[src/rtl/csr_pkg.sv]
// rtl/csr_pkg.sv - shared CSR addresses, mstatus fields, privilege/cause codes and FSM states
package csr_pkg;

    localparam logic [11:0] CSR_MSTATUS  = 12'h300;
    localparam logic [11:0] CSR_MTVEC    = 12'h305;
    localparam logic [11:0] CSR_MSCRATCH = 12'h340;
    localparam logic [11:0] CSR_MEPC     = 12'h341;
    localparam logic [11:0] CSR_MCAUSE   = 12'h342;
    localparam logic [11:0] CSR_MTVAL    = 12'h343;

    localparam int MSTATUS_MIE    = 3;
    localparam int MSTATUS_MPIE   = 7;
    localparam int MSTATUS_MPP_LO = 11;
    localparam int MSTATUS_MPP_HI = 12;

    localparam logic [1:0] PRIV_U = 2'b00;
    localparam logic [1:0] PRIV_S = 2'b01;
    localparam logic [1:0] PRIV_M = 2'b11;

    localparam int unsigned CAUSE_ILLEGAL_INSN = 2;
    localparam int unsigned CAUSE_BREAKPOINT   = 3;
    localparam int unsigned CAUSE_ECALL_U      = 8;
    localparam int unsigned CAUSE_ECALL_M      = 11;

    typedef enum logic [1:0] {
        CSR_OP_NONE  = 2'b00,
        CSR_OP_WRITE = 2'b01,
        CSR_OP_SET   = 2'b10,
        CSR_OP_CLEAR = 2'b11
    } csr_op_e;

    typedef enum logic [1:0] {
        ST_IDLE,
        ST_REDIRECT,
        ST_FLUSH
    } state_e;

endpackage

[src/rtl/csr_trap_unit_if.sv]
// rtl/csr_trap_unit_if.sv - commit, CSR access and fetch-redirect signals between pipeline and trap unit
interface csr_trap_unit_if #(parameter int DATA_WIDTH = 32);
    logic                  commit_valid;
    logic [DATA_WIDTH-1:0] commit_pc;
    logic                  exception_valid;
    logic [DATA_WIDTH-1:0] exception_cause;
    logic                  is_mret;
    logic                  is_csr;
    logic [2:0]            csr_op;
    logic [11:0]           csr_addr;
    logic [DATA_WIDTH-1:0] csr_src;
    logic [4:0]            rs1_idx;
    logic [1:0]            cur_priv;
    logic [DATA_WIDTH-1:0] csr_rdata;
    logic [DATA_WIDTH-1:0] mstatus;
    logic                  trap_taken;
    logic                  mret_taken;
    logic                  redirect_valid;
    logic                  redirect_ready;
    logic [DATA_WIDTH-1:0] redirect_pc;
    logic                  busy;
    logic                  flush;

    modport master (
        output commit_valid, commit_pc, exception_valid, exception_cause, is_mret, is_csr,
               csr_op, csr_addr, csr_src, rs1_idx, cur_priv, redirect_ready,
        input  csr_rdata, mstatus, trap_taken, mret_taken, redirect_valid, redirect_pc, busy, flush
    );

    modport slave (
        input  commit_valid, commit_pc, exception_valid, exception_cause, is_mret, is_csr,
               csr_op, csr_addr, csr_src, rs1_idx, cur_priv, redirect_ready,
        output csr_rdata, mstatus, trap_taken, mret_taken, redirect_valid, redirect_pc, busy, flush
    );
endinterface

[src/rtl/csr_regfile.sv]
// rtl/csr_regfile.sv - machine-mode CSR storage, read mux and read-modify-write datapath
module csr_regfile
    import csr_pkg::*;
#(
    parameter int DATA_WIDTH = 32
) (
    input  logic                  clk,
    input  logic                  rst_n,
    input  logic                  csr_en_i,
    input  csr_op_e               csr_op_i,
    input  logic [11:0]           csr_addr_i,
    input  logic [DATA_WIDTH-1:0] operand_i,
    input  logic [4:0]            rs1_idx_i,
    input  logic                  trap_i,
    input  logic [DATA_WIDTH-1:0] trap_pc_i,
    input  logic [DATA_WIDTH-1:0] trap_cause_i,
    input  logic [1:0]            trap_priv_i,
    input  logic                  mret_i,
    output logic [DATA_WIDTH-1:0] rdata_o,
    output logic [DATA_WIDTH-1:0] mstatus_o,
    output logic [DATA_WIDTH-1:0] mtvec_o,
    output logic [DATA_WIDTH-1:0] mepc_o
);
    localparam logic [DATA_WIDTH-1:0] ALIGN_MASK = ~DATA_WIDTH'(3);

    logic                  mie_q, mpie_q;
    logic [1:0]            mpp_q;
    logic [DATA_WIDTH-1:0] mtvec_q, mscratch_q, mepc_q, mcause_q, mtval_q;
    logic [DATA_WIDTH-1:0] mstatus, rdata, wdata;
    logic                  we;

    always_comb begin
        mstatus = '0;
        mstatus[MSTATUS_MIE]  = mie_q;
        mstatus[MSTATUS_MPIE] = mpie_q;
        mstatus[MSTATUS_MPP_HI:MSTATUS_MPP_LO] = mpp_q;
    end

    always_comb begin
        rdata = '0;
        case (csr_addr_i)
            CSR_MSTATUS:  rdata = mstatus;
            CSR_MTVEC:    rdata = mtvec_q;
            CSR_MSCRATCH: rdata = mscratch_q;
            CSR_MEPC:     rdata = mepc_q;
            CSR_MCAUSE:   rdata = mcause_q;
            CSR_MTVAL:    rdata = mtval_q;
            default:      rdata = '0;
        endcase
    end

    // Set/clear with rs1=x0 (or zimm=0) is a pure read and must not disturb the CSR.
    always_comb begin
        wdata = rdata;
        case (csr_op_i)
            CSR_OP_WRITE: wdata = operand_i;
            CSR_OP_SET:   wdata = rdata | operand_i;
            CSR_OP_CLEAR: wdata = rdata & ~operand_i;
            default:      wdata = rdata;
        endcase
        we = csr_en_i && ((csr_op_i == CSR_OP_WRITE) ||
                          ((csr_op_i != CSR_OP_NONE) && (rs1_idx_i != 5'd0)));
    end

    always_ff @(posedge clk or negedge rst_n) begin
        if (!rst_n) begin
            mie_q      <= 1'b0;
            mpie_q     <= 1'b0;
            mpp_q      <= PRIV_M;
            mtvec_q    <= '0;
            mscratch_q <= '0;
            mepc_q     <= '0;
            mcause_q   <= '0;
            mtval_q    <= '0;
        end else if (trap_i) begin
            mepc_q   <= trap_pc_i & ALIGN_MASK;
            mcause_q <= trap_cause_i;
            mtval_q  <= '0;
            mpie_q   <= mie_q;
            mie_q    <= 1'b0;
            mpp_q    <= trap_priv_i;
        end else if (mret_i) begin
            mie_q  <= mpie_q;
            mpie_q <= 1'b1;
            mpp_q  <= PRIV_U;
        end else if (we) begin
            case (csr_addr_i)
                CSR_MSTATUS: begin
                    mie_q  <= wdata[MSTATUS_MIE];
                    mpie_q <= wdata[MSTATUS_MPIE];
                    mpp_q  <= wdata[MSTATUS_MPP_HI:MSTATUS_MPP_LO];
                end
                CSR_MTVEC:    mtvec_q    <= wdata & ALIGN_MASK;
                CSR_MSCRATCH: mscratch_q <= wdata;
                CSR_MEPC:     mepc_q     <= wdata & ALIGN_MASK;
                CSR_MCAUSE:   mcause_q   <= wdata;
                CSR_MTVAL:    mtval_q    <= wdata;
                default: ;
            endcase
        end
    end

    assign rdata_o   = rdata;
    assign mstatus_o = mstatus;
    assign mtvec_o   = mtvec_q;
    assign mepc_o    = mepc_q;
endmodule

[src/rtl/csr_trap_unit.sv]
// rtl/csr_trap_unit.sv - commit arbitration, trap/mret sequencing and fetch-redirect FSM
module csr_trap_unit
    import csr_pkg::*;
#(
    parameter int DATA_WIDTH = 32
) (
    input logic          clk,
    input logic          rst_n,
    csr_trap_unit_if.slave bus
);
    state_e                state_q;
    logic                  redirect_valid_q, flush_q, busy_q;
    logic [DATA_WIDTH-1:0] redirect_pc_q;
    logic [DATA_WIDTH-1:0] mtvec, mepc, operand;
    logic                  accept, trap, mret, csr_en;

    // Priority on one commit: exception, then mret, then CSR access.
    assign accept  = bus.commit_valid && (state_q == ST_IDLE);
    assign trap    = accept && bus.exception_valid;
    assign mret    = accept && !bus.exception_valid && bus.is_mret;
    assign csr_en  = accept && !bus.exception_valid && !bus.is_mret && bus.is_csr;
    assign operand = bus.csr_op[2] ? DATA_WIDTH'(bus.rs1_idx) : bus.csr_src;

    csr_regfile #(.DATA_WIDTH(DATA_WIDTH)) u_regfile (
        .clk          (clk),
        .rst_n        (rst_n),
        .csr_en_i     (csr_en),
        .csr_op_i     (csr_op_e'(bus.csr_op[1:0])),
        .csr_addr_i   (bus.csr_addr),
        .operand_i    (operand),
        .rs1_idx_i    (bus.rs1_idx),
        .trap_i       (trap),
        .trap_pc_i    (bus.commit_pc),
        .trap_cause_i (bus.exception_cause),
        .trap_priv_i  (bus.cur_priv),
        .mret_i       (mret),
        .rdata_o      (bus.csr_rdata),
        .mstatus_o    (bus.mstatus),
        .mtvec_o      (mtvec),
        .mepc_o       (mepc)
    );

    always_ff @(posedge clk or negedge rst_n) begin
        if (!rst_n) begin
            state_q          <= ST_IDLE;
            redirect_valid_q <= 1'b0;
            flush_q          <= 1'b0;
            busy_q           <= 1'b0;
            redirect_pc_q    <= '0;
        end else begin
            case (state_q)
                ST_IDLE: begin
                    if (trap || mret) begin
                        state_q          <= ST_REDIRECT;
                        redirect_valid_q <= 1'b1;
                        busy_q           <= 1'b1;
                        redirect_pc_q    <= trap ? mtvec : mepc;
                    end
                end
                ST_REDIRECT: begin
                    if (bus.redirect_ready) begin
                        state_q          <= ST_FLUSH;
                        redirect_valid_q <= 1'b0;
                        flush_q          <= 1'b1;
                    end
                end
                ST_FLUSH: begin
                    state_q <= ST_IDLE;
                    flush_q <= 1'b0;
                    busy_q  <= 1'b0;
                end
                default: begin
                    state_q          <= ST_IDLE;
                    redirect_valid_q <= 1'b0;
                    flush_q          <= 1'b0;
                    busy_q           <= 1'b0;
                end
            endcase
        end
    end

    assign bus.trap_taken     = trap;
    assign bus.mret_taken     = mret;
    assign bus.redirect_valid = redirect_valid_q;
    assign bus.redirect_pc    = redirect_pc_q;
    assign bus.flush          = flush_q;
    assign bus.busy           = busy_q;
endmodule

[src/flat_wrapper.sv]
// flat-port wrapper written by rule: the top's interface ports become plain ports
module csr_trap_unit_flat import csr_pkg::*;
#(
    parameter int DATA_WIDTH = 32
)
  (clk, rst_n, bus_commit_valid, bus_commit_pc, bus_exception_valid, bus_exception_cause, bus_is_mret, bus_is_csr, bus_csr_op, bus_csr_addr, bus_csr_src, bus_rs1_idx, bus_cur_priv, bus_redirect_ready, bus_csr_rdata, bus_mstatus, bus_trap_taken, bus_mret_taken, bus_redirect_valid, bus_redirect_pc, bus_busy, bus_flush);
  csr_trap_unit_if #(.DATA_WIDTH(DATA_WIDTH)) bus_i ();
  input logic clk;
  input logic rst_n;
  input wire logic [$bits(bus_i.commit_valid)-1:0] bus_commit_valid;
  input wire logic [$bits(bus_i.commit_pc)-1:0] bus_commit_pc;
  input wire logic [$bits(bus_i.exception_valid)-1:0] bus_exception_valid;
  input wire logic [$bits(bus_i.exception_cause)-1:0] bus_exception_cause;
  input wire logic [$bits(bus_i.is_mret)-1:0] bus_is_mret;
  input wire logic [$bits(bus_i.is_csr)-1:0] bus_is_csr;
  input wire logic [$bits(bus_i.csr_op)-1:0] bus_csr_op;
  input wire logic [$bits(bus_i.csr_addr)-1:0] bus_csr_addr;
  input wire logic [$bits(bus_i.csr_src)-1:0] bus_csr_src;
  input wire logic [$bits(bus_i.rs1_idx)-1:0] bus_rs1_idx;
  input wire logic [$bits(bus_i.cur_priv)-1:0] bus_cur_priv;
  input wire logic [$bits(bus_i.redirect_ready)-1:0] bus_redirect_ready;
  output wire logic [$bits(bus_i.csr_rdata)-1:0] bus_csr_rdata;
  output wire logic [$bits(bus_i.mstatus)-1:0] bus_mstatus;
  output wire logic [$bits(bus_i.trap_taken)-1:0] bus_trap_taken;
  output wire logic [$bits(bus_i.mret_taken)-1:0] bus_mret_taken;
  output wire logic [$bits(bus_i.redirect_valid)-1:0] bus_redirect_valid;
  output wire logic [$bits(bus_i.redirect_pc)-1:0] bus_redirect_pc;
  output wire logic [$bits(bus_i.busy)-1:0] bus_busy;
  output wire logic [$bits(bus_i.flush)-1:0] bus_flush;
  assign bus_i.commit_valid = bus_commit_valid;
  assign bus_i.commit_pc = bus_commit_pc;
  assign bus_i.exception_valid = bus_exception_valid;
  assign bus_i.exception_cause = bus_exception_cause;
  assign bus_i.is_mret = bus_is_mret;
  assign bus_i.is_csr = bus_is_csr;
  assign bus_i.csr_op = bus_csr_op;
  assign bus_i.csr_addr = bus_csr_addr;
  assign bus_i.csr_src = bus_csr_src;
  assign bus_i.rs1_idx = bus_rs1_idx;
  assign bus_i.cur_priv = bus_cur_priv;
  assign bus_i.redirect_ready = bus_redirect_ready;
  assign bus_csr_rdata = bus_i.csr_rdata;
  assign bus_mstatus = bus_i.mstatus;
  assign bus_trap_taken = bus_i.trap_taken;
  assign bus_mret_taken = bus_i.mret_taken;
  assign bus_redirect_valid = bus_i.redirect_valid;
  assign bus_redirect_pc = bus_i.redirect_pc;
  assign bus_busy = bus_i.busy;
  assign bus_flush = bus_i.flush;
  csr_trap_unit #(.DATA_WIDTH(DATA_WIDTH)) u_core (.clk(clk), .rst_n(rst_n), .bus(bus_i));
endmodule
[config.mk]
export PLATFORM = sky130hd
export DESIGN_NAME = csr_trap_unit_flat
export DESIGN_NICKNAME = d
export VERILOG_FILES = /design/src/rtl/csr_pkg.sv /design/src/rtl/csr_trap_unit_if.sv /design/src/rtl/csr_regfile.sv /design/src/rtl/csr_trap_unit.sv /design/src/flat_wrapper.sv
export SDC_FILE = /design/constraint.sdc
export NUM_CORES = 1
export LEC_CHECK = 0
export CAP_MARGIN = 15
export CORE_UTILIZATION = 25
export DETAILED_ROUTE_END_ITERATION = 8
export PLACE_DENSITY = 0.51
export SLEW_MARGIN = 20
export SYNTH_ARGS = -nofsm -noshare
export SYNTH_HDL_FRONTEND = slang
export SYNTH_HIERARCHICAL = 1
export SYNTH_SLANG_ARGS = --single-unit
[constraint.sdc]
create_clock -name clk -period 4.49 [get_ports clk]
set_input_delay 1.347 -clock clk [delete_from_list [all_inputs] [get_ports clk]]
set_output_delay 1.347 -clock clk [all_outputs]
set_load 0.02 [all_outputs]
# Yosys cells after proc, flatten, opt, wreduce, memory -nomap -nowiden
# Cells that the tools add are included.
[word_totals] regBits=199 memories=0 inputBits=125 latch_bits=0 elab_cells=104 out_inout_bits=101 ram_bits=0 mem_bits_ro=0
[op_classes] n_lt_le_gt_ge=0 bitwise=8 eq_ne=14 n_div=0 add_sub_neg=0 n_mux=37 n_reduce_logical=32 n_shift=0 n_mul=0
[op_table] op="32-bit 2-to-1 mux" count=14
[op_table] op="32-bit case mux with 6 select lines" count=1
[op_table] op="32-bit case mux with 3 select lines" count=1
[op_table] op="12-bit by 10-bit == test with 1-bit output (second input constant)" count=6
[op_table] op="32-bit AND" count=1
[op_table] op="32-bit NOT" count=1
[op_table] op="32-bit bitwise OR" count=1
[op_table] op="2-bit 2-to-1 mux" count=6
[op_table] op="3-bit AND reduction" count=4
[op_table] op="1-bit 2-to-1 mux" count=11
[op_table] op="2-bit AND reduction" count=5
[op_table] op="2-bit nonzero test" count=5
[op_table] op="1-bit logical AND" count=8
[op_table] op="4-bit AND reduction" count=2
[op_table] op="2-bit == test (second input constant)" count=3
[op_table] op="3-bit nonzero test" count=2
[op_table] op="1-bit NOT" count=5
[op_table] op="5-bit nonzero test" count=1
[op_table] op="2-bit by 1-bit == test with 1-bit output (second input constant)" count=2
[op_table] op="2-bit inequality test (second input constant)" count=2
[op_table] op="1-bit case mux with 2 select lines" count=2
[op_table] op="2-bit case mux with 2 select lines" count=1
[op_table] op="1-bit case mux with 3 select lines" count=1
[op_table] op="1-bit logical NOT" count=2
[op_table] op="3 further kinds" count=4

# Logic depth before layout (Yosys ltp)
# Gate-level depths: netlist (run 1).
[logic_depth] depth_word=9 mapped_depth=12 depth_no_buf=8

# Modules after synthesis
# Netlist (run 1), hierarchy kept.
[modules_own_cells] module="csr_regfile" seq_area_each_um2=4006.3 area_each_um2=9331.4 cells_per_inst=1053 instances=1
[modules_own_cells] module="csr_trap_unit" seq_area_each_um2=925.9 area_each_um2=2098.3 cells_per_inst=209 instances=1

# Least setup slack after synthesis (run 1)
# OpenSTA, ideal clock, no wires.
[synth_timing] kind="input to output" start="input port bus_csr_addr[5]" end="output port bus_csr_rdata[6]" required_time_ns=3.143 path_stages=6 arrival_ns=3.077 path_slack_ns=0.066 path_buffers=2 path_cell_list="or4_4 -> buf_6 -> nor2_1 -> buf_2 -> a22oi_1 -> o21ai_0"
[synth_between] elab_chain_cells=2 word_cells_on_any_way=7 classes_between="eq/ne: 6; mux: 1"
[synth_lines] item="start, declared" line="flat_wrapper.sv:17" source="input wire logic [$bits(bus_i.csr_addr)-1:0] bus_csr_addr;"
[synth_lines] item="12-bit by 10-bit == test with 1-bit output" line="csr_regfile.sv:41" source="case (csr_addr_i)"
[synth_lines] item="32-bit case mux with 6 select lines *" line="csr_regfile.sv:41"
[synth_lines] item="end, declared" line="flat_wrapper.sv:22" source="output wire logic [$bits(bus_i.csr_rdata)-1:0] bus_csr_rdata;"
# Mark *: on every way between the ends. The rest lies on a longest branch, timed or not.

# Worst setup path in the final report (run 1)
[layout_timing] start="input port bus_csr_addr[0]" end="output port bus_csr_rdata[12]"
# Same word-level chain as after synthesis.

==> impl_results.html, run 1 <==
<table>
<tr><th>Metric</th><th>Value</th></tr>
<tr><th colspan="2">Status</th></tr>
<tr><td>Outcome</td><td>completed</td></tr>
<tr><th colspan="2">Drt</th></tr>
<tr><td>Total via count after detailed routing</td><td>about 11k</td></tr>
<tr><td>Vias per Instance</td><td>5.19</td></tr>
<tr><td>DRC violations left</td><td>0</td></tr>
<tr><td>First drt pass iteration count</td><td>5</td></tr>
<tr><td>Routed wire length per instance</td><td>22.2 um</td></tr>
<tr><td>Final routed wirelength across all metal layers</td><td>about 47000 um</td></tr>
<tr><td>Routed Antenna Nets</td><td>0</td></tr>
<tr><td>DR iter-0 viols</td><td>983</td></tr>
<tr><th colspan="2">Clock tree</th></tr>
<tr><td>Clk Latency, worst-skew pair</td><td>0.45 ns</td></tr>
<tr><td>TritonCTS clock tree</td><td>done</td></tr>
<tr><td>Number of buffers created by CTS</td><td>17</td></tr>
<tr><td>Maximum level of the CTS H-tree</td><td>4</td></tr>
<tr><td>Clock slew at the register clock pins of the worst setup and hold paths</td><td>roughly 0.080 ns</td></tr>
<tr><td>Clk root buf</td><td>sky130_fd_sc_hd__clkbuf_16</td></tr>
<tr><td>Max Root-Sink Buffers</td><td>2</td></tr>
<tr><td>Sinks on Clock Net</td><td>197</td></tr>
<tr><td>Post-cts hold buffer count</td><td>0</td></tr>
<tr><th colspan="2">Synth</th></tr>
<tr><td>Most repeated cell in the gate-level netlist after synthesis</td><td>sky130_fd_sc_hd__nand2_1</td></tr>
<tr><td>Distinct cell type count of the synthesized netlist</td><td>about 70</td></tr>
<tr><td>Area share of the largest cell type after synthesis</td><td>42.7%</td></tr>
<tr><td>Leading cell types by count after synthesis</td><td>sky130_fd_sc_hd__nand2_1, sky130_fd_sc_hd__dfrtp_1, sky130_fd_sc_hd__o21ai_0</td></tr>
<tr><td>Cell count after synthesis</td><td>1262</td></tr>
<tr><td>Commonest register cell after synthesis</td><td>sky130_fd_sc_hd__dfrtp_1</td></tr>
<tr><td>Syn_area_per_cell</td><td>about 9 um^2</td></tr>
<tr><td>Post-synth EDFFs</td><td>0</td></tr>
<tr><td>Seq/Total Area, Yosys</td><td>43.2%</td></tr>
<tr><td>Biggest area consumer among synthesized cells</td><td>sky130_fd_sc_hd__dfrtp_1</td></tr>
<tr><td>Count of state elements after synthesis</td><td>197</td></tr>
<tr><td>Cell area after synthesis</td><td>11400 um^2</td></tr>
<tr><td>Synth async-reset ratio</td><td>100%</td></tr>
<tr><td>Number of synthesis warnings</td><td>6</td></tr>
<tr><td>Top post-synthesis cells by area</td><td>sky130_fd_sc_hd__dfrtp_1, sky130_fd_sc_hd__nand2_1, sky130_fd_sc_hd__o21ai_0</td></tr>
<tr><th colspan="2">Worst setup path</th></tr>
<tr><td>Endpoint class of the critical path</td><td>output pin</td></tr>
<tr><td>Crit-path max FO</td><td>8</td></tr>
<tr><td>Setup slack of the most critical reg-to-reg path</td><td>around 1.6 ns</td></tr>
<tr><td>Data required, critical path</td><td>3.14 ns</td></tr>
<tr><td>Critical Path Sink</td><td>bus_csr_rdata[12]</td></tr>
<tr><td>R2R cell count</td><td>11</td></tr>
<tr><td>CP peak stage delay</td><td>0.41 ns</td></tr>
<tr><td>Start-to-end type of the worst setup path</td><td>input pin to output pin</td></tr>
<tr><td>Sequence of cells on the critical path</td><td>clkdlybuf4s15_1, buf_6, or3_4, nor4_4, buf_4, buf_4, a22oi_1, nand3_2, buf_4</td></tr>
<tr><td>Crit start category</td><td>input pin</td></tr>
<tr><td>Reg-to-reg endpoint</td><td>u_core/u_regfile/mscratch_q[13]$_DFFE_PN0P_</td></tr>
<tr><td>Most prevalent standard cell on the critical path</td><td>sky130_fd_sc_hd__buf_4</td></tr>
<tr><td>Crit-path slowest cell</td><td>sky130_fd_sc_hd__or3_4</td></tr>
<tr><td>Startpoint of the lowest-slack register-to-register path</td><td>u_core/state_q[1]$_DFFE_PN0P_</td></tr>
<tr><td>Setup crit start</td><td>bus_csr_addr[0]</td></tr>
<tr><td>Crit path arrival time</td><td>just over 3 ns</td></tr>
<tr><th colspan="2">STA</th></tr>
<tr><td>Number of hold-slack violations in the final timing report</td><td>0</td></tr>
<tr><td>Post-Route Skew</td><td>0.0164 ns</td></tr>
<tr><td>Pin slew with the least headroom to its limit</td><td>1.02 ns</td></tr>
<tr><td>Number of pins with negative max-slew slack in the final report</td><td>0</td></tr>
<tr><td>Total negative setup slack</td><td>0 ns</td></tr>
<tr><td>Fin crit share</td><td>between 90% and 100%</td></tr>
<tr><td>Maximum operating frequency</td><td>224 MHz</td></tr>
<tr><td>Max_slew headroom</td><td>approximately a third</td></tr>
<tr><td>Final setup violation count</td><td>0</td></tr>
<tr><td>Time the worst path needs with I/O delays and setup</td><td>4.46 ns</td></tr>
<tr><td>Setup repair after global routing missed its margin</td><td>true</td></tr>
<tr><th colspan="2">Layout</th></tr>
<tr><td>Layout Cell Area excl Fill</td><td>around 16000 um^2</td></tr>
<tr><td>Util after Layout</td><td>35.0%</td></tr>
<tr><td>Synth-to-Final Area Change</td><td>37.0%</td></tr>
<tr><td>Fraction of layout cells with a size suffix above 1</td><td>20.8%</td></tr>
<tr><td>Final nets</td><td>1652</td></tr>
<tr><td>Filler cell count in the final layout</td><td>4650</td></tr>
<tr><td>Reg area</td><td>4930 um^2</td></tr>
<tr><td>Combined area of the multi-input logic cells</td><td>6060 um^2</td></tr>
<tr><th colspan="2">Floorplanning</th></tr>
<tr><td>Placeable Area</td><td>44700 um^2</td></tr>
<tr><td>Initial standard-cell utilization of the core</td><td>25.6%</td></tr>
<tr><td>Number of standard-cell rows in the floorplan</td><td>77</td></tr>
<tr><td>Width of the die</td><td>216 um</td></tr>
<tr><td>Count of pins on the block boundary</td><td>226</td></tr>
<tr><td>Overall die area</td><td>46600 um^2</td></tr>
<tr><td>Floorplan die height</td><td>216 um</td></tr>
<tr><th colspan="2">Pwr</th></tr>
<tr><td>Switch Pwr</td><td>2040 uW</td></tr>
<tr><td>Internal power</td><td>3700 uW</td></tr>
<tr><td>IR drop worst, VDD</td><td>0.277 mV</td></tr>
<tr><td>Switching Fraction</td><td>35.5%</td></tr>
<tr><td>Share of total power in combinational logic</td><td>30.4%</td></tr>
<tr><td>P per Cell Area</td><td>367 nW/um^2</td></tr>
<tr><td>Share of power burned in the clock network</td><td>between 20% and 30%</td></tr>
<tr><td>Reg power frac</td><td>between 40 and 50%</td></tr>
<tr><td>Static leakage power</td><td>between 0.006 and 0.007 uW</td></tr>
<tr><th colspan="2">Placed design</th></tr>
<tr><td>Count of port buffers added during placement</td><td>195</td></tr>
<tr><td>HPWL after detailed placement</td><td>roughly 35000 um</td></tr>
<tr><td>Global placement routability congestion</td><td>0.862</td></tr>
<tr><td>Placed Area</td><td>around 15000 um^2</td></tr>
<tr><th colspan="2">Global routing</th></tr>
<tr><td>Global-route wire length before repair</td><td>70800 um</td></tr>
<tr><td>Pin count of the biggest net entering global routing</td><td>144</td></tr>
<tr><td>Total global routing overflow</td><td>0</td></tr>
<tr><td>Via count of the first global-routing pass</td><td>10.7k</td></tr>
<tr><td>GRT Resource Usage Total</td><td>20.2%</td></tr>
<tr><td>Antenna violations before repair</td><td>1</td></tr>
<tr><th colspan="2">Job</th></tr>
<tr><td>Max-cap violations</td><td>0</td></tr>
<tr><th colspan="2">Hold path</th></tr>
<tr><td>Hold WC Path Type</td><td>flip-flop to flip-flop</td></tr>
</table>
sequential cells by signal, summed over array words and instances (netlist names):
| register | count |
|---|---|
| u_core/u_regfile/mtval_q | 32 |
| u_core/bus.busy | 1 |
| u_core/u_regfile/mie_q | 1 |
| u_core/bus.redirect_pc | 32 |
| u_core/u_regfile/mpp_q | 2 |
| u_core/u_regfile/mpie_q | 1 |
| u_core/bus.redirect_valid | 1 |
| u_core/state_q | 2 |
| u_core/u_regfile/mcause_q | 32 |
| u_core/u_regfile/mscratch_q | 32 |
| u_core/bus.flush | 1 |
| u_core/u_regfile/mepc_o | 30 |
| u_core/u_regfile/mtvec_o | 30 |
worst min-delay path by stage:
stage / startpoint / to / depth (start not counted)
2_1_floorplan: u_core/u_regfile/mscratch_q[3]$_DFFE_PN0P_ / u_core/u_regfile/mscratch_q[3]$_DFFE_PN0P_ / 2
3_3_place_gp: u_core/u_regfile/mscratch_q[22]$_DFFE_PN0P_ / u_core/u_regfile/mscratch_q[22]$_DFFE_PN0P_ / 2
3_5_place_dp: u_core/u_regfile/mscratch_q[22]$_DFFE_PN0P_ / u_core/u_regfile/mscratch_q[22]$_DFFE_PN0P_ / 2
4_1_cts: u_core/u_regfile/mscratch_q[6]$_DFFE_PN0P_ / u_core/u_regfile/mscratch_q[6]$_DFFE_PN0P_ / 2
5_1_grt: u_core/u_regfile/mscratch_q[25]$_DFFE_PN0P_ / u_core/u_regfile/mscratch_q[25]$_DFFE_PN0P_ / 2
6_report: u_core/u_regfile/mscratch_q[0]$_DFFE_PN0P_ / u_core/u_regfile/mscratch_q[0]$_DFFE_PN0P_ / 2
cells in the final DEF, fill, tap and decap left out, drive strengths merged, types with 16 or more instances in the layout:
cell           Yosys  routed
nand2            206     206
nand3             37      37
a22o              16      16
o21ai            136     136
inv               13      19
nor2b             34      34
a32oi             33      33
a211oi            24      24
buf               72     198
clkbuf            69      19
dfrtp            195     195
clkdlybuf4s50      0     149
a22oi             80      80
xnor2             20      20
a2bb2oi           16      16
nor2              45      45
conb               1      32
and2              20      20
mux2i             26      26
mux2              27      27
a21oi             32      32
power by group through the flow:
stage	Sequential [uW]	Clock (uW)	Combinational (uW)
3_5_place_dp	2500	0	1730
3_3_place_gp	2490	0	1710
6_report	2470	1520	1740
5_1_grt	2520	1630	1890
2_1_floorplan	2560	0	795
4_1_cts	2470	1560	1750
per-layer routing:
metal | part of all wire (%) | global-route usage (%)
met4 | 0.69 | 3.45
met5 | 0 | 0
met1 | 49 | 30.4
met2 | 44 | 29.8
met3 | 6.7 | 3.75
timing repair:
item,4_1_cts,5_1_grt
cloned,2,0
buffers inserted,20,5
resized for setup,241,19
pin swaps,13,7
setup endpoints to repair,32,31
final cells by class:
| cell class | instances | share of cell area [%] |
|---|---|---|
| Multi-Input combinational cell | 942 | 38.7 |
| Sequential cell | 197 | 31.5 |
| Timing Repair Buffer | 356 | 21.1 |
| Tap cell | 592 | 4.73 |
| Clock buffer | 18 | 2.81 |
| Clock inverter | 14 | 0.871 |
| Inverter | 13 | 0.312 |
| Antenna cell | 1 | 0.0160 |
through the flow:
stage               hold WS, ns  total power (uW)  worst slack (ns)  cells
floorplan                 0.450              3350            0.0661   1293
global placement          0.462              4190            -0.854   2073
detailed placement        0.471              4230            -0.875   2073
CTS                       0.488              5780           -0.0595   2127
global route              0.511              6040         -0.000851   2132
finish                    0.487              5740            0.0334   2133
logic make-up (layout without fill, tap and decap cells):
kind of cell           count (synthesis)  in the layout  share of synthesized area (%)
buffers and inverters                154            401                           6.91
AND/OR/NAND/NOR                      407            407                           17.1
flip-flops                           197            197                           43.2
multiplexers                          53             53                           4.94
XOR/XNOR                              21             21                           1.61
AO/OA/AOI/OAI                        429            429                           26.2
other                                  1             33                         0.0328
critical path: cells and delay by family:
kind	cells	cell delay [ns]
compound gates	1	0.11
simple gates	3	0.89
buf+inv	5	0.76
Note: power is estimated with default switching activity, not from simulation.
==> run 2, diff against run 1 <==
Settings changed: CTS_CLUSTER_SIZE from default to 20.
==> results of run 2 <==
Same layout as run 1: the final DEF is identical, and so are final timing and power.
==> run 3, diff against run 2 <==
Settings changed: MAX_ROUTING_LAYER from default to met4.
==> run 3 against run 2 <==
Against the previous run:
- clock skew is 0.0045 ns lower
- total power is 1.4% lower
- sequential cell count stayed put
- global-route usage is 0.66 points higher
- sequential share of layout area is 0.48 points higher
- clock power is 4% lower
- first-iteration DRC count is 0.81% higher
- die area stayed put
- maximum frequency is 0.31% higher
- largest cell class unchanged
==> impl_results.html, run 3 (synthesis gave the netlist of run 1 again) <==
<table>
<tr><th>Metric</th><th>Value</th></tr>
<tr><th colspan="2">Status</th></tr>
<tr><td>Outcome</td><td>completed</td></tr>
<tr><th colspan="2">Floorplanning</th></tr>
<tr><td>Number of standard-cell rows in the floorplan</td><td>77 (unchanged)</td></tr>
<tr><td>Initial standard-cell utilization of the core</td><td>25.6% (unchanged)</td></tr>
<tr><td>Width of the die</td><td>216 um (unchanged)</td></tr>
<tr><td>Placeable Area</td><td>44700 um^2 (unchanged)</td></tr>
<tr><td>Count of pins on the block boundary</td><td>226 (unchanged)</td></tr>
<tr><td>Floorplan die height</td><td>216 um (unchanged)</td></tr>
<tr><td>Overall die area</td><td>46600 um^2 (unchanged)</td></tr>
<tr><th colspan="2">STA</th></tr>
<tr><td>Final setup violation count</td><td>0 (unchanged)</td></tr>
<tr><td>Max_slew headroom</td><td>41.9% (+10 points)</td></tr>
<tr><td>Setup repair after global routing missed its margin</td><td>false</td></tr>
<tr><td>Fin crit share</td><td>98.9% (-0.31 points)</td></tr>
<tr><td>Pin slew with the least headroom to its limit</td><td>0.869 ns (-0.147 ns)</td></tr>
<tr><td>Maximum operating frequency</td><td>225 MHz (+0.31%)</td></tr>
<tr><td>Number of hold-slack violations in the final timing report</td><td>0 (unchanged)</td></tr>
<tr><td>Time the worst path needs with I/O delays and setup</td><td>4.44 ns (-0.0139 ns)</td></tr>
<tr><td>Post-Route Skew</td><td>0.0119 ns (-0.00455 ns)</td></tr>
<tr><td>PnR worst setup slack</td><td>0.0473 ns (+0.0139 ns)</td></tr>
<tr><td>Number of pins with negative max-slew slack in the final report</td><td>0 (unchanged)</td></tr>
<tr><th colspan="2">Pwr</th></tr>
<tr><td>Switching Fraction</td><td>35.2% (-0.31 points)</td></tr>
<tr><td>Share of power burned in the clock network</td><td>25.8% (-0.8 points)</td></tr>
<tr><td>Switch Pwr</td><td>1990 uW (-2.2%)</td></tr>
<tr><td>Reg power frac</td><td>43.7% (+0.6 points)</td></tr>
<tr><td>Static leakage power</td><td>0.00666 uW (-1.5%)</td></tr>
<tr><td>P per Cell Area</td><td>367 nW/um^2 (+0.16%)</td></tr>
<tr><td>IR drop worst, VDD</td><td>0.182 mV (-34%)</td></tr>
<tr><td>Share of total power in combinational logic</td><td>30.5% (about the same)</td></tr>
<tr><td>Internal power</td><td>3670 uW (-0.88%)</td></tr>
<tr><td>Overall power after layout</td><td>5660 uW (-1.4%)</td></tr>
<tr><th colspan="2">Global routing</th></tr>
<tr><td>Via count of the first global-routing pass</td><td>10.7k (-0.093%)</td></tr>
<tr><td>Total global routing overflow</td><td>0 (unchanged)</td></tr>
<tr><td>Antenna violations before repair</td><td>1 (unchanged)</td></tr>
<tr><td>Global-route wire length before repair</td><td>70700 um (-0.21%)</td></tr>
<tr><td>GRT Resource Usage Total</td><td>20.8% (+0.66 points)</td></tr>
<tr><td>Pin count of the biggest net entering global routing</td><td>81 (-44%)</td></tr>
<tr><th colspan="2">Drt</th></tr>
<tr><td>Vias per Instance</td><td>5.15 (-0.66%)</td></tr>
<tr><td>First drt pass iteration count</td><td>7 (+2)</td></tr>
<tr><td>DR iter-0 viols</td><td>991 (+0.81%)</td></tr>
<tr><td>DRC violations left</td><td>0 (unchanged)</td></tr>
<tr><td>Routed wire length per instance</td><td>22.3 um (+0.75%)</td></tr>
<tr><td>Routed Antenna Nets</td><td>0 (unchanged)</td></tr>
<tr><td>Final routed wirelength across all metal layers</td><td>47300 um (about the same)</td></tr>
<tr><td>Total via count after detailed routing</td><td>10.9k (-1.4%)</td></tr>
<tr><th colspan="2">Clock tree</th></tr>
<tr><td>Clk root buf</td><td>sky130_fd_sc_hd__clkbuf_16</td></tr>
<tr><td>Sinks on Clock Net</td><td>197 (unchanged)</td></tr>
<tr><td>TritonCTS clock tree</td><td>done</td></tr>
<tr><td>Clock slew at the register clock pins of the worst setup and hold paths</td><td>0.07 ns (about the same)</td></tr>
<tr><td>Max Root-Sink Buffers</td><td>2 (unchanged)</td></tr>
<tr><td>Maximum level of the CTS H-tree</td><td>4 (unchanged)</td></tr>
<tr><td>Clk Latency, worst-skew pair</td><td>0.45 ns (about the same)</td></tr>
<tr><td>Number of buffers created by CTS</td><td>17 (unchanged)</td></tr>
<tr><th colspan="2">Worst setup path</th></tr>
<tr><td>Data required, critical path</td><td>3.14 ns (about the same)</td></tr>
<tr><td>Crit path arrival time</td><td>3.10 ns (about the same)</td></tr>
<tr><td>Start-to-end type of the worst setup path</td><td>input pin to output pin</td></tr>
<tr><td>Crit-path max FO</td><td>7 (-1)</td></tr>
<tr><td>Endpoint class of the critical path</td><td>output pin</td></tr>
<tr><td>Crit start category</td><td>input pin</td></tr>
<tr><th colspan="2">Placed design</th></tr>
<tr><td>Count of port buffers added during placement</td><td>195 (unchanged)</td></tr>
<tr><td>Global placement routability congestion</td><td>0.872 (+1.1%)</td></tr>
<tr><td>Placed Area</td><td>14700 um^2 (+0.15%)</td></tr>
<tr><td>Worst slack at placement</td><td>-0.885 ns (-0.00968 ns)</td></tr>
<tr><td>HPWL after detailed placement</td><td>35100 um (+0.74%)</td></tr>
<tr><th colspan="2">Layout</th></tr>
<tr><td>Final nets</td><td>1636 (-0.97%)</td></tr>
<tr><td>Fraction of layout cells with a size suffix above 1</td><td>19.3% (-1.5 points)</td></tr>
<tr><td>Util after Layout</td><td>34.5% (-0.53 points)</td></tr>
<tr><td>Synth-to-Final Area Change</td><td>34.9%</td></tr>
<tr><td>Most common library cell in the layout ignoring fill and taps</td><td>sky130_fd_sc_hd__nand2_1</td></tr>
<tr><td>Layout Cell Area excl Fill</td><td>15400 um^2 (-1.5%)</td></tr>
<tr><td>Commonest cells after routing, fill and taps aside</td><td>sky130_fd_sc_hd__nand2_1, sky130_fd_sc_hd__dfrtp_1, sky130_fd_sc_hd__clkdlybuf4s50_1</td></tr>
<tr><th colspan="2">Job</th></tr>
<tr><td>Max-cap violations</td><td>0 (unchanged)</td></tr>
<tr><th colspan="2">Hold path</th></tr>
<tr><td>Hold WC Path Type</td><td>flip-flop to flip-flop</td></tr>
</table>
[run 3: changes by cell type in the layout (fill, tap and decap cells not counted), moves of 3 or more]
cell,delta
sky130_fd_sc_hd__buf_4,-13
sky130_fd_sc_hd__a22oi_1,+5
sky130_fd_sc_hd__a22oi_2,-5
sky130_fd_sc_hd__buf_6,-3
sky130_fd_sc_hd__clkbuf_1,+3
[run 3: what timing repair did]
item / in CTS / in global routing
pin swaps: 7 / 7
endpoints found under the setup margin: 32 / 28
gates cloned: 1 / 1
gates resized for setup: 227 / 21
buffers inserted: 6 / 2
hold endpoints to repair: 0 / 0
hold buffers: 0 / 0
[run 3: final timing paths]
kind                                                             startpoint                                           to  slack, ns  cells past startpoint
worst min register to register  u_core/u_regfile/mscratch_q[22]$_DFFE_PN0P_  u_core/u_regfile/mscratch_q[22]$_DFFE_PN0P_       0.48                      2
worst max register to register                u_core/state_q[1]$_DFFE_PN0P_     u_core/u_regfile/mtvec_o[24]$_DFFE_PN0P_       1.56                      9
worst max-delay path                                        bus_csr_addr[3]                             bus_csr_rdata[8]       0.05                      7
min in group asynchronous                                             rst_n       u_core/bus.redirect_pc[28]$_DFFE_PN0P_       0.95                      1
worst min-delay path            u_core/u_regfile/mscratch_q[22]$_DFFE_PN0P_  u_core/u_regfile/mscratch_q[22]$_DFFE_PN0P_       0.48                      2
max in group asynchronous                                             rst_n        u_core/u_regfile/mpp_q[0]$_DFFE_PN1P_       2.63                      2
[run 3: per-layer routing]
layer / wire length, um / global-route usage, %
met1: 23400 / 30.8
met3: 2720 / 2.97
met2: 20600 / 29.9
met4: 509 / 4.02
met5: 0 / -
[run 3: cell type report]
cell class / count / area (um^2)
Sequential cell: 197 / 4930
Tap cell: 592 / 741
Fill cell: 4634 / 29300
Multi-Input combinational cell: 942 / 6020
Clock inverter: 12 / 96.3
Antenna cell: 1 / 2.50
Clock buffer: 20 / 437
Inverter: 13 / 51.3
Timing Repair Buffer: 340 / 3140
[run 3: power groups by stage]
| stage | clock network [uW] | logic [uW] | registers [uW] |
|---|---|---|---|
| after floorplan | 0 | 795 | 2560 |
| after global placement | 0 | 1710 | 2490 |
| after detailed placement | 0 | 1730 | 2500 |
| after CTS | 1490 | 1740 | 2470 |
| after global routing | 1560 | 1880 | 2520 |
| final | 1460 | 1730 | 2470 |
[run 3: critical path, cell delays in order]
cell and delay, ns:
sky130_fd_sc_hd__buf_2 0.10, sky130_fd_sc_hd__or4_4 0.60, sky130_fd_sc_hd__nor4_4 0.34, sky130_fd_sc_hd__buf_4 0.26, sky130_fd_sc_hd__a22oi_1 0.12, sky130_fd_sc_hd__nand2_1 0.13
sky130_fd_sc_hd__buf_2 0.18
[run 3: per-stage QoR]
stage                     TNS, ns  hold slack, ns  cells
final                           0           0.484   2117
after CTS                 -0.0171           0.486   2115
after floorplan                 0           0.450   1293
after global routing            0           0.500   2116
after detailed placement   -23.85           0.470   2076
after global placement     -24.11           0.462   2076
